==> src/rtl/dpram_data_arbiter.sv <==
// Round-robin arbiter sharing the dual-port RAM data port between two masters,
// with bounded locked bursts and registered read data / rvalid strobes.
module dpram_data_arbiter #(
  parameter int ADDR_W    = 32,
  parameter int DATA_W    = 32,
  parameter int MAX_BURST = 4
) (
  input  logic              clk_i,
  input  logic              rst_i,
  input  logic              m0_req_i,
  input  logic              m0_we_i,
  input  logic              m0_lock_i,
  input  logic [ADDR_W-1:0] m0_addr_i,
  input  logic [DATA_W-1:0] m0_wdata_i,
  output logic              m0_gnt_o,
  output logic              m0_rvalid_o,
  output logic [DATA_W-1:0] m0_rdata_o,
  input  logic              m1_req_i,
  input  logic              m1_we_i,
  input  logic              m1_lock_i,
  input  logic [ADDR_W-1:0] m1_addr_i,
  input  logic [DATA_W-1:0] m1_wdata_i,
  output logic              m1_gnt_o,
  output logic              m1_rvalid_o,
  output logic [DATA_W-1:0] m1_rdata_o,
  output logic              ram_we_o,
  output logic [ADDR_W-1:0] ram_addr_o,
  output logic [DATA_W-1:0] ram_data_o,
  input  logic [DATA_W-1:0] ram_data_i
);

  localparam int CNT_W = $clog2(MAX_BURST + 1);

  typedef enum logic [1:0] {
    IDLE = 2'd0,
    OWN0 = 2'd1,
    OWN1 = 2'd2
  } state_t;

  state_t             state_q;
  logic               last_q;
  logic [CNT_W-1:0]   cnt_q;
  logic               m0_rvalid_q;
  logic               m1_rvalid_q;
  logic [DATA_W-1:0]  m0_rdata_q;
  logic [DATA_W-1:0]  m1_rdata_q;

  logic acc0_s;
  logic acc1_s;
  logic cap_s;

  assign acc0_s = (state_q == OWN0) && m0_req_i;
  assign acc1_s = (state_q == OWN1) && m1_req_i;
  assign cap_s  = (cnt_q == CNT_W'(MAX_BURST - 1));

  assign m0_gnt_o    = acc0_s;
  assign m1_gnt_o    = acc1_s;
  assign m0_rvalid_o = m0_rvalid_q;
  assign m1_rvalid_o = m1_rvalid_q;
  assign m0_rdata_o  = m0_rdata_q;
  assign m1_rdata_o  = m1_rdata_q;

  // RAM port mux; writes are gated off during reset so an in-flight access cannot land
  always_comb begin
    ram_we_o   = 1'b0;
    ram_addr_o = '0;
    ram_data_o = '0;
    if (acc0_s) begin
      ram_we_o   = m0_we_i & ~rst_i;
      ram_addr_o = m0_addr_i;
      ram_data_o = m0_wdata_i;
    end else if (acc1_s) begin
      ram_we_o   = m1_we_i & ~rst_i;
      ram_addr_o = m1_addr_i;
      ram_data_o = m1_wdata_i;
    end else begin
      ram_we_o   = 1'b0;
    end
  end

  always_ff @(posedge clk_i) begin
    if (rst_i) begin
      state_q     <= IDLE;
      last_q      <= 1'b1;
      cnt_q       <= '0;
      m0_rvalid_q <= 1'b0;
      m1_rvalid_q <= 1'b0;
      m0_rdata_q  <= '0;
      m1_rdata_q  <= '0;
    end else begin
      m0_rvalid_q <= 1'b0;
      m1_rvalid_q <= 1'b0;
      case (state_q)
        IDLE: begin
          // On a tie the master that did not own last wins
          if (m0_req_i && (!m1_req_i || last_q)) begin
            state_q <= OWN0;
            last_q  <= 1'b0;
            cnt_q   <= '0;
          end else if (m1_req_i) begin
            state_q <= OWN1;
            last_q  <= 1'b1;
            cnt_q   <= '0;
          end else begin
            state_q <= IDLE;
          end
        end
        OWN0: begin
          if (m0_req_i) begin
            cnt_q       <= cnt_q + CNT_W'(1);
            m0_rvalid_q <= 1'b1;
            if (!m0_we_i) m0_rdata_q <= ram_data_i;
            if (!m0_lock_i || cap_s) state_q <= IDLE;
          end else begin
            state_q <= IDLE;
          end
        end
        OWN1: begin
          if (m1_req_i) begin
            cnt_q       <= cnt_q + CNT_W'(1);
            m1_rvalid_q <= 1'b1;
            if (!m1_we_i) m1_rdata_q <= ram_data_i;
            if (!m1_lock_i || cap_s) state_q <= IDLE;
          end else begin
            state_q <= IDLE;
          end
        end
        default: state_q <= IDLE;
      endcase
    end
  end

endmodule

==> config.mk <==
export PLATFORM = sky130hd
export DESIGN_NAME = dpram_data_arbiter
export DESIGN_NICKNAME = d
export VERILOG_FILES = /design/src/rtl/dpram_data_arbiter.sv
export SDC_FILE = /design/constraint.sdc
export NUM_CORES = 1
export LEC_CHECK = 0
export BUFFER_PORTS_ARGS = -buffer_cell sky130_fd_sc_hd__buf_2
export CELL_PAD_IN_SITES_DETAIL_PLACEMENT = 0
export CELL_PAD_IN_SITES_GLOBAL_PLACEMENT = 1
export CORE_ASPECT_RATIO = 1.5
export CORE_MARGIN = 3
export CORE_UTILIZATION = 24
export CTS_CLUSTER_DIAMETER = 100
export CTS_CLUSTER_SIZE = 28
export DETAILED_ROUTE_END_ITERATION = 8
export PLACE_DENSITY_LB_ADDON = 0.1
export SYNTH_ARGS = -nofsm -noshare
export SYNTH_HDL_FRONTEND = slang
export SYNTH_SLANG_ARGS = --single-unit
==> constraint.sdc <==
create_clock -name clk_i -period 2.9 [get_ports clk_i]
set_clock_uncertainty 0.2 [all_clocks]
set_input_delay 0.725 -clock clk_i [delete_from_list [all_inputs] [get_ports clk_i]]
set_output_delay 0.725 -clock clk_i [all_outputs]
set_load 0.01 [all_outputs]
* Word level (Yosys, flattened, before mapping) *
Index checks and enable logic that the tools add are counted.

storage, ports and cells
  output and inout port bits = 133
  bits in registers = 72
  input port bits = 168
  logic and storage cells = 64

cells by class
  mux-type cells = 22
  bitwise operators = 7
  $add $sub $neg = 1
  eq/ne operators = 8
  reductions and logical operators = 19

operators with widths
  operator               count
  $mux W32               4
  $mux W2                6
  $mux W3                4
  $pmux W3 S3            1
  $mux W1                6
  $ne A3 B2 Y1 const B   2
  $pmux W2 S3            1
  $reduce_and A3 Y1      2
  $not A1 Y1             5
  $ne A2 B2 Y1 const B   2
  $reduce_and A2 Y1      2
  $reduce_and A4 Y1      1
  $reduce_or A2 Y1       2
  $add A3 B1 Y3 const B  1
  $eq A3 B2 Y1 const B   1
  $logic_and A1 B1 Y1    3
  $logic_not A1 Y1       3
  $logic_or A1 B1 Y1     3
  $ne A3 B3 Y1 const B   1
  $reduce_bool A3 Y1     1
  $and A1 B1 Y1          2
  $eq A2 B1 Y1 const B   1
  $eq A2 B2 Y1 const B   1
  $logic_not A2 Y1       1
  $reduce_bool A2 Y1     1

* Logic depth before layout (Yosys ltp) *
Gate-level depths: netlist of the first run.

  depth after elaboration = 5
  gate-level depth with buffers = 8
  gate-level depth less buffers = 6

* Worst setup path before layout of the first run *
Ideal clock, no wire load.

  kind = in2out
  from = input m0_req_i
  to = output ram_addr_o[10]
  data required time = 1.975 ns
  setup slack = 0.376 ns
  stages on the path = 6
  path buffers = 3
  arrival time = 1.599 ns
  cell sequence = and2_1 > buf_2 > nor2_1 > buf_4 > buf_2 > a22o_1

between the ends
  longest elaborated chain between the ends = 2

ends and longest elaborated chain
  what                 line  source
  start: declaration   10    input logic m0_req_i,
  $logic_and A1 B1 Y1  52    assign acc0_s = (state_q == OWN0) && m0_req_i;
  $mux W32             68    if (acc0_s) begin
  end: declaration     27    output logic [ADDR_W-1:0] ram_addr_o,

No other way between the ends.

* Final worst setup path of the first run *
  from = register state_q[0]
  to = output ram_addr_o[12]

between the ends
  longest elaborated chain between the ends = 4
  elaborated cells on any way between the ends = 6
  those cells by class = 2 x eq/ne; 2 x mux; 2 x reduce/logical

ends and longest elaborated chain
  what                      line  source
  start: declaration        40    state_t state_q;
  start signal: assignment  83    state_q <= IDLE;
  start signal: assignment  97    state_q <= OWN0;
  start signal: assignment  101   state_q <= OWN1;
  $eq A2 B2 Y1              53    assign acc1_s = (state_q == OWN1) && m1_req_i;
  $logic_and A1 B1 Y1       53
  $mux W32                  72    end else if (acc1_s) begin
  $mux W32 (*)              68

Mark *: on every way between the ends. The rest lies on a longest branch, timed or not.

==> results of run 1 <==
## timing repair
item | in CTS | in global routing
resized for setup | 16 | 12
setup endpoints to repair | 62 | 64
pin swaps | 1 | 2
cloned | 1 | 2
setup buffers | 1 | 4
## routing by layer
metal,vias up,part of all wire,GRT usage
li1,2042,-,-
met1,1896,0.38,0.2078
met2,201,0.50,0.3418
met3,20,0.098,0.07696
met4,4,0.017,0.06106
met5,-,0.0016,0
## flip-flops by register name, indices dropped and copies added, names as in the netlist
register	cells
cnt_q	3
last_q	1
m0_rdata_o	32
m0_rvalid_o	1
m1_rdata_o	32
m1_rvalid_o	1
state_q	2
## through the flow
step	util	setup slack [ns]
2_1_floorplan	-	0.3763
3_3_place_gp	0.3654	0.09898
3_5_place_dp	0.3654	0.05152
4_1_cts	0.3969	-0.005418
5_1_grt	0.4095	0.002012
6_report	0.4095	0.09302
## area by class of cell
class / instances / area share
multi-input cells: 302 / 0.3290
repair buffers: 320 / 0.3164
flip-flops and latches: 72 / 0.2591
clock buffers: 10 / 0.04112
well taps: 162 / 0.03640
clock inverters: 6 / 0.01236
inverters: 7 / 0.004719
diodes: 2 / 0.0008989
## worst reg2reg max path, stage by stage, from the launching register on
cell     delay, ns
dfxtp_2       0.33
inv_1         0.09
ha_1          0.18
inv_1         0.09
or3_1         0.38
buf_4         0.28
nand2_1       0.13
a21oi_1       0.07
## worst min-delay path by stage
stage,startpoint,to,slack (ns),depth (start not counted)
6_report,m0_rdata_o[0]$_SDFFE_PP0P_,m0_rdata_o[0]$_SDFFE_PP0P_,0.25,2
5_1_grt,m0_rdata_o[0]$_SDFFE_PP0P_,m0_rdata_o[0]$_SDFFE_PP0P_,0.27,2
4_1_cts,m0_rdata_o[0]$_SDFFE_PP0P_,m0_rdata_o[0]$_SDFFE_PP0P_,0.25,2
3_5_place_dp,m0_rdata_o[0]$_SDFFE_PP0P_,m0_rdata_o[0]$_SDFFE_PP0P_,0.24,2
3_3_place_gp,m0_rdata_o[26]$_SDFFE_PP0P_,m0_rdata_o[26]$_SDFFE_PP0P_,0.24,2
2_1_floorplan,cnt_q[2]$_SDFFE_PP0P_,cnt_q[2]$_SDFFE_PP0P_,0.25,2
## Yosys cell counts (all sizes together)
master | count | area, um^2
and3b | 1 | 8.760
a22o | 64 | 560.5
nand4b | 2 | 17.52
or3 | 1 | 6.260
dfxtp | 72 | 1441
a21oi | 71 | 355.3
nor2 | 5 | 18.77
o21ba | 1 | 10.01
o22ai | 1 | 6.260
nand3 | 2 | 10.01
nand3b | 1 | 7.510
o21ai | 3 | 15.01
a22oi | 1 | 7.510
nor3 | 1 | 10.01
o21bai | 1 | 7.510
buf | 24 | 147.6
inv | 7 | 26.27
clkbuf | 13 | 48.80
and2 | 1 | 6.260
a211o | 3 | 26.28
nand4 | 1 | 6.260
ha | 7 | 87.58
nand2 | 133 | 499.2
nor2b | 2 | 12.51
## cells by family after synthesis
| family | share of synthesized area |
|---|---|
| flip-flops | 0.4311 |
| AO/OA/AOI/OAI | 0.2957 |
| AND/OR/NAND/NOR | 0.1804 |
| buffers and inverters | 0.06662 |
| adder cells (fa/ha/maj) | 0.02620 |
## power by group through the flow
stage	clock [mW]	combinational [mW]	sequential [mW]
CTS	1.13	0.427	1.02
global placement	0	0.405	1.04
floorplan	0	0.170	1.05
detailed placement	0	0.407	1.04
global route	1.18	0.481	1.02
finish	1.10	0.443	1.02
==> out/qor.csv, run 1 <==
stage,metric,value,unit
timing,final slew viol count,0,
floorplanning,Die ar.,0.01541,mm^2
timing,f_max,356.3,MHz
logic_synthesis,yosys warns,0,
detailed_routing,initial DRC count,148,
detailed_routing,vias,4163,
critical_path,CP required,1.98,ns
floorplanning,num rows,52,
placed_design,Placed Area,0.004969,mm^2
detailed_routing,Initial DRT Pass Iterations,4,
floorplanning,Starting Density,0.2459,
critical_path,worst reg2reg startpoint,state_q[1]$_SDFFE_PP0P_,
layout,Filler cells,1449,
timing,normalized max-slew margin,0.4719,
logic_synthesis,Synth Instances,418,
floorplanning,Core Area,0.01360,mm^2
timing,Final period util,0.9679,
logic_synthesis,"Distinct cells, synth",28,
critical_path,reg2reg path depth,7,
critical_path,reg2reg end,m0_rdata_o[17]$_SDFFE_PP0P_,
power,sequential power share,0.399,
power,Comb pwr share,0.173,
critical_path,"Slowest-stage cell, CP",dfxtp_1,
critical_path,"CP delay by family, top",buffers and inverters,
timing,RSZ-0062 raised after global routing,no,
global_routing,vias in the first global route,4040,
logic_synthesis,Mean Syn Cell Area,7.998,um^2
clocking,H-tree Lvls,3,
placed_design,placed insts,855,
layout,share of layout cells above drive strength 1,0.4993,
timing,final setup vio count,0,
timing,worst-margin pin slew,0.7922,ns
run_status,status,completed,
detailed_routing,DRC,0,
logic_synthesis,Netlist Area Pre-Place,0.003343,mm^2
clocking,CTS buffer count,9,
power,cell area power density,459.9,mW/mm^2
power,Sw Pwr,0.6667,mW
layout,most frequent cells in the layout,"296 x buf_2, 132 x nand2_1, 71 x a21oi_1, 71 x dfxtp_1, 49 x a22o_1",
critical_path,crit-path max cell delay,0.38,ns
clocking,hold buffers post-CTS,0,
logic_synthesis,register bit count reported by yosys,72,
timing,Hold WS,0.2493,ns
floorplanning,Chip Height,150.6,um
worst_hold_path,worst min-delay path class,register to register,
clocking,Clock Sinks,72,
timing,Period minus WS final,2.807,ns
clocking,worst skew pair latency,0.32,ns
clocking,CTS tree,yes,
critical_path,number of cells on the critical path,8,
critical_path,Crit. Startpoint,state_q[0]$_SDFFE_PP0P_,
critical_path,crit path cell chain,"inv_1, ha_2, nand2_2, nor2_4, buf_12, clkbuf_16, a22o_4, buf_2",
timing,"Hold Vio Cnt, Final",0,
placed_design,GP Congestion,0.8288,
detailed_routing,vias per cell,4.725,
layout,"Design Area, Final",0.005568,mm^2
layout,"commonest non-fill, non-tap cell in the layout",buf_2,
global_routing,All-Layer GR Usage,0.1932,
floorplanning,die width,102.4,um
critical_path,reg2reg setup slack,1.00,ns
power,power after layout,2.561,mW
critical_path,Critical Path AT,1.88,ns
critical_path,Crit. End Element,output port,
critical_path,crit path launch type,register,
placed_design,dpl hpwl,12.59,mm
power,LEAKAGE,2.830,nW
logic_synthesis,Mapped Nets,593,
clocking,CTS Root Cell,clkbuf_16,
power,power share of the clock group,0.428,
clocking,CTS max path bufs,2,
power,switching part of the total,0.2603,
detailed_routing,drt wl/cell,18.75,um
global_routing,first-pass GRT wire length,22.14,mm
layout,Non-Filler Instances,881,
floorplanning,I/O pin total,301,
job,max cap viols,0,
global_routing,largest net degree at the start of global routing,73,
clocking,clock slew at reported path FFs,0.06,ns
power,Pint,1.894,mW
logic_synthesis,sequential-to-total area share from yosys stat,0.4311,
layout,"Net count, final",887,
timing,post-route setup TNS,0,ns
critical_path,worst-path fanout max,7,
detailed_routing,Routed WL,16.52,mm
power,VDD IR max,0.0003208,V
global_routing,initial antenna violation count,4,
critical_path,Setup crit end,ram_addr_o[12],
critical_path,CP Class,register to output port,
layout,FF/Latch Area,0.001443,mm^2
placed_design,I/O Buffers,300,
global_routing,Overflow after GRT,0,
detailed_routing,post-route ant nets,0,
layout,multi-input logic area,0.001832,mm^2
critical_path,Worst Path Buf+Inv,4,
layout,P&R area growth vs syn,66.54,%
No activity file was read; power rests on OpenSTA's default activity.
==> run 2, diff against run 1 <==
CORE_MARGIN = unset   (was 3)
SLEW_MARGIN = 15   (was unset)
==> out/qor.csv, run 2 (synthesis results as in run 1) <==
stage,metric,value,unit,change
timing,Final WS setup,0.06817,ns,-0.02485 ns
timing,final setup vio count,0,,unchanged
worst_hold_path,hold_sp,m0_rdata_o[2]$_SDFFE_PP0P_,,
detailed_routing,vias,4248,,+2.0%
placed_design,placed insts,856,,+0.12%
power,cell area power density,468.7,mW/mm^2,+1.9%
global_routing,Overflow after GRT,0,,unchanged
critical_path,reg2reg setup slack,0.94,ns,-0.06 ns
critical_path,Critical Path AT,1.91,ns,+0.03 ns
critical_path,CP Class,register to output port,,
detailed_routing,DRC,27,,+27
layout,share of layout cells above drive strength 1,0.4965,,-0.002780
detailed_routing,drt wl/cell,18.33,um,-2.3%
timing,worst-margin pin slew,0.8058,ns,+0.01363 ns
critical_path,worst-path fanout max,8,,+1
placed_design,pre-CTS setup slack,0.1349,ns,+0.08342 ns
placed_design,I/O Buffers,300,,unchanged
timing,Final period util,0.9765,,+0.008569
detailed_routing,initial DRC count,145,,-2.0%
detailed_routing,Initial DRT Pass Iterations,7,,+3
timing,RSZ-0062 raised after global routing,no,,
global_routing,vias in the first global route,4055,,+0.37%
placed_design,dpl hpwl,12.41,mm,-1.4%
layout,Non-Filler Instances,882,,+0.11%
detailed_routing,post-route ant nets,0,,unchanged
critical_path,worst reg2reg startpoint,state_q[1]$_SDFFE_PP0P_,,
critical_path,Setup crit end,ram_addr_o[7],,
critical_path,Crit. Startpoint,state_q[1]$_SDFFE_PP0P_,,
run_status,failing checks,design-rule violations,,
clocking,CTS max path bufs,2,,unchanged
critical_path,Crit. End Element,output port,,
layout,most frequent cells in the layout,"300 x buf_2, 132 x nand2_1, 71 x a21oi_1, 70 x dfxtp_1, 56 x a22o_1",,
timing,"Hold Vio Cnt, Final",0,,unchanged
detailed_routing,Routed WL,16.17,mm,-2.1%
floorplanning,num rows,52,,unchanged
clocking,CTS Root Cell,clkbuf_16,,
timing,normalized max-slew margin,0.4628,,-0.009086
timing,final slew viol count,0,,unchanged
layout,final core area utilization,0.4078,,-0.001637
floorplanning,Die ar.,0.01442,mm^2,-6.5%
global_routing,All-Layer GR Usage,0.2157,,+0.02250
clocking,clock slew at reported path FFs,0.06,ns,about the same
layout,"Net count, final",889,,+0.23%
power,VDD IR max,0.0002596,V,-19%
floorplanning,Starting Density,0.2470,,+0.001182
placed_design,Placed Area,0.004989,mm^2,+0.40%
global_routing,largest net degree at the start of global routing,73,,unchanged
clocking,CTS tree,yes,,
critical_path,reg2reg end,m0_rdata_o[12]$_SDFFE_PP0P_,,
power,LEAKAGE,2.806,nW,-0.83%
clocking,worst skew pair latency,0.33,ns,about the same
floorplanning,Chip Height,146.6,um,-2.7%
placed_design,GP Congestion,0.8794,,+6.1%
critical_path,reg2reg path depth,7,,unchanged
run_status,status,"finished, violations left",,
layout,"Design Area, Final",0.005519,mm^2,-0.88%
worst_hold_path,worst min-delay path class,register to register,,
layout,Filler cells,1433,,-1.1%
global_routing,initial antenna violation count,1,,-3
critical_path,crit path launch type,register,,
floorplanning,I/O pin total,301,,unchanged
layout,P&R area growth vs syn,65.08,%,
detailed_routing,vias per cell,4.816,,+1.9%
timing,Period minus WS final,2.832,ns,+0.02485 ns
power,power after layout,2.587,mW,+1.0%
floorplanning,die width,98.37,um,-3.9%
timing,f_max,353.1,MHz,-0.88%
clocking,Clock Sinks,72,,unchanged
clocking,H-tree Lvls,3,,unchanged
floorplanning,Core Area,0.01353,mm^2,-0.48%
global_routing,first-pass GRT wire length,23.18,mm,+4.7%
clocking,CTS buffer count,9,,unchanged
layout,"commonest non-fill, non-tap cell in the layout",buf_2,,
critical_path,CP required,1.98,ns,about the same
clocking,hold buffers post-CTS,0,,unchanged
job,max cap viols,0,,unchanged
worst_hold_path,WHS Path Cells,2,,unchanged
## run 2: changes by cell type in the layout (fill, tap and decap cells not counted), sizes merged
cell,previous run,this run
clkbuf,12,11
clkinv,0,2
diode,2,1
buf,318,322
clkinvlp,4,1
## run 2: final cells by class
type	count	area (um^2)	share of cell area
multi-input cells	302	1793	0.3249
repair buffers	322	1737	0.3147
flip-flops and latches	72	1449	0.2625
clock buffers	11	242.7	0.04398
well taps	162	202.7	0.03673
clock inverters	5	63.81	0.01156
inverters	7	28.78	0.005214
diodes	1	2.502	0.0004534
## run 2: worst max-delay path: stages, from the launching register on
cell	delay [ns]
dfxtp_4	0.37
inv_4	0.07
ha_4	0.12
and2_4	0.17
nor2_4	0.05
buf_12	0.13
buf_4	0.16
buf_4	0.14
a22o_4	0.24
buf_2	0.14
## run 2: through the flow
stage / hold WS [ns] / setup TNS [ns]
global route: 0.2667 / 0
floorplan: 0.2497 / 0
global placement: 0.2400 / 0
CTS: 0.2521 / -0.7572
detailed placement: 0.2439 / 0
finish: 0.2508 / 0
## run 2: power by group
part           switching, mW  total [mW]  internal, mW
Clock                  0.433        1.13         0.696
Sequential            0.0138        1.02          1.01
Combinational          0.226       0.435         0.208
## run 2: what timing repair did
item | CTS | global route
endpoints found under the setup margin | 18 | 51
pin swaps | 1 | 3
buffers inserted | 0 | 8
gates resized for setup | 12 | 14
gates cloned | 1 | 0
## run 2: worst min path at each step
stage | end
after floorplan | cnt_q[2]$_SDFFE_PP0P_
after global placement | m1_rdata_o[21]$_SDFFE_PP0P_
after detailed placement | m1_rdata_o[18]$_SDFFE_PP0P_
after CTS | m0_rdata_o[2]$_SDFFE_PP0P_
after global routing | m0_rdata_o[5]$_SDFFE_PP0P_
final | m0_rdata_o[2]$_SDFFE_PP0P_
## run 2: routing by layer
layer / part of all wire / track usage / wire, um / up-vias
met1: 0.38 / 0.2382 / 6111 / 1962
met4: 0.032 / 0.1060 / 522 / 0
li1: - / - / - / 2045
met3: 0.093 / 0.06462 / 1505 / 27
met5: 0 / 0 / 0 / -
met2: 0.50 / 0.3736 / 8029 / 214
==> run 3, diff against run 2 <==
CORE_ASPECT_RATIO = unset   (was 1.5)
CORE_UTILIZATION = 25   (was 24)
CTS_BUF_LIST = sky130_fd_sc_hd__clkbuf_4   (was unset)
==> out/qor.csv, run 3 (synthesis results as in run 1) <==
stage,metric,value,unit,change
floorplanning,num rows,41,,-21%
global_routing,first-pass GRT wire length,26.60,mm,+15%
timing,final slew viol count,0,,unchanged
detailed_routing,initial DRC count,206,,+42%
layout,most frequent cells in the layout,"294 x buf_2, 132 x nand2_1, 71 x a21oi_1, 70 x dfxtp_1, 64 x a22o_1",,
timing,Hold WS,0.2563,ns,+0.005514 ns
global_routing,All-Layer GR Usage,0.2624,,+0.04663
power,VDD IR max,0.0003188,V,+23%
critical_path,Critical Path AT,1.91,ns,about the same
timing,f_max,352.5,MHz,-0.19%
global_routing,vias in the first global route,4147,,+2.3%
critical_path,Crit. End Element,output port,,
clocking,CTS max path bufs,2,,unchanged
job,max cap viols,0,,unchanged
timing,"Hold Vio Cnt, Final",0,,unchanged
detailed_routing,vias,4386,,+3.2%
placed_design,placed insts,867,,+1.3%
detailed_routing,post-route ant nets,0,,unchanged
timing,Final WS setup,0.06289,ns,-0.005285 ns
critical_path,CP Class,register to output port,,
clocking,CTS buffer count,9,,unchanged
floorplanning,Core Area,0.01282,mm^2,-5.2%
power,cell area power density,397.2,mW/mm^2,-15%
power,power after layout,2.136,mW,-17%
worst_hold_path,worst min-delay path class,register to register,,
clocking,CTS Root Cell,clkbuf_4,,
detailed_routing,Routed WL,18.68,mm,+16%
layout,final core area utilization,0.4192,,+0.01140
layout,multi-input logic area,0.001728,mm^2,-3.6%
power,Sw Pwr,0.6276,mW,-6.8%
critical_path,crit path launch type,register,,
critical_path,worst reg2reg startpoint,state_q[1]$_SDFFE_PP0P_,,
timing,normalized max-slew margin,0.4647,,+0.001854
detailed_routing,DRC,0,,-100%
timing,Final period util,0.9783,,+0.001822
critical_path,CP required,1.98,ns,about the same
layout,"commonest non-fill, non-tap cell in the layout",buf_2,,
layout,share of layout cells above drive strength 1,0.4896,,-0.006896
worst_hold_path,Worst Hold Endpoint,m0_rdata_o[9]$_SDFFE_PP0P_,,
layout,Non-Filler Instances,897,,+1.7%
floorplanning,Starting Density,0.2607,,+0.01364
layout,Filler cells,1409,,-1.7%
clocking,clock slew at reported path FFs,0.12,ns,+0.06 ns
layout,"Design Area, Final",0.005376,mm^2,-2.6%
timing,RSZ-0062 raised after global routing,yes,,
global_routing,largest net degree at the start of global routing,73,,unchanged
placed_design,I/O Buffers,300,,unchanged
timing,post-route setup TNS,0,ns,unchanged
floorplanning,die width,117.6,um,+20%
power,switching part of the total,0.2939,,+0.03368
global_routing,Overflow after GRT,0,,unchanged
clocking,CTS tree,yes,,
floorplanning,Chip Height,117.6,um,-20%
clocking,H-tree Lvls,3,,unchanged
worst_hold_path,hold_sp,m0_rdata_o[9]$_SDFFE_PP0P_,,
timing,worst-margin pin slew,0.8030,ns,-0.002781 ns
power,power share of the clock group,0.305,,-0.131
critical_path,reg2reg setup slack,0.86,ns,-0.08 ns
placed_design,pre-CTS setup slack,0.1764,ns,+0.04146 ns
detailed_routing,drt wl/cell,20.82,um,+14%
worst_hold_path,WHS Path Cells,2,,unchanged
clocking,Clock Sinks,72,,unchanged
global_routing,initial antenna violation count,9,,+8
power,Pint,1.508,mW,-21%
placed_design,GP Congestion,0.9576,,+8.9%
floorplanning,Die ar.,0.01384,mm^2,-4.0%
layout,"Net count, final",893,,+0.45%
power,Comb pwr share,0.217,,+0.049
power,LEAKAGE,2.723,nW,-3.0%
critical_path,worst-path fanout max,5,,-3
timing,final setup vio count,0,,unchanged
placed_design,dpl hpwl,14.53,mm,+17%
power,sequential power share,0.479,,+0.083
critical_path,reg2reg end,m0_rdata_o[5]$_SDFFE_PP0P_,,
layout,P&R area growth vs syn,60.82,%,
floorplanning,I/O pin total,301,,unchanged
detailed_routing,Initial DRT Pass Iterations,6,,-1
detailed_routing,vias per cell,4.890,,+1.5%
placed_design,Placed Area,0.004996,mm^2,+0.15%
critical_path,reg2reg path depth,9,,+2
run_status,status,completed,,
layout,FF/Latch Area,0.001446,mm^2,-0.17%
timing,Period minus WS final,2.837,ns,+0.005285 ns
clocking,worst skew pair latency,0.42,ns,+0.09 ns
[run 3: power by group through the flow]
stage                     clock network, mW  registers [mW]  logic, mW
after floorplan                           0            1.05      0.170
after global placement                    0            1.04      0.426
after detailed placement                  0            1.04      0.426
after CTS                             0.681            1.02      0.451
after global routing                  0.721            1.03      0.498
final                                 0.650            1.02      0.463
[run 3: cell type report]
type | count | area share
multi-input combinational | 302 | 0.3214
clock inverter | 5 | 0.01047
clock buffer | 11 | 0.01536
tap | 172 | 0.04003
sequential | 72 | 0.2690
antenna | 2 | 0.0009309
inverter | 7 | 0.005353
timing repair buffer | 326 | 0.3374
[run 3: per-layer routing]
layer / GRT usage / share of wire / vias up
met5: 0 / 0.0027 / -
met4: 0.09375 / 0.036 / 8
met3: 0.1202 / 0.098 / 42
met2: 0.4320 / 0.48 / 203
met1: 0.2964 / 0.39 / 2076
li1: - / - / 2057
[run 3: worst max-delay path by stage]
stage,start,end
CTS,state_q[1]$_SDFFE_PP0P_,ram_addr_o[28]
detailed placement,m0_req_i,ram_addr_o[23]
finish,state_q[1]$_SDFFE_PP0P_,ram_data_o[11]
global placement,m0_req_i,ram_addr_o[27]
global route,state_q[1]$_SDFFE_PP0P_,ram_data_o[31]
floorplan,m0_req_i,ram_addr_o[10]
[run 3: what timing repair did]
| action | CTS | global route |
|---|---|---|
| hold buffers | 0 | 0 |
| pin swaps | 3 | 5 |
| buffers inserted | 7 | 3 |
| setup endpoints to repair | 65 | 54 |
| resized for setup | 16 | 14 |
| gates cloned | 2 | 1 |
[run 3: critical path: stages (launching register included)]
cell	delay (ns)
dfxtp_4	0.38
inv_4	0.04
ha_4	0.14
and2_4	0.14
nor2_4	0.19
buf_6	0.17
buf_12	0.12
a22o_1	0.15
buf_2	0.14
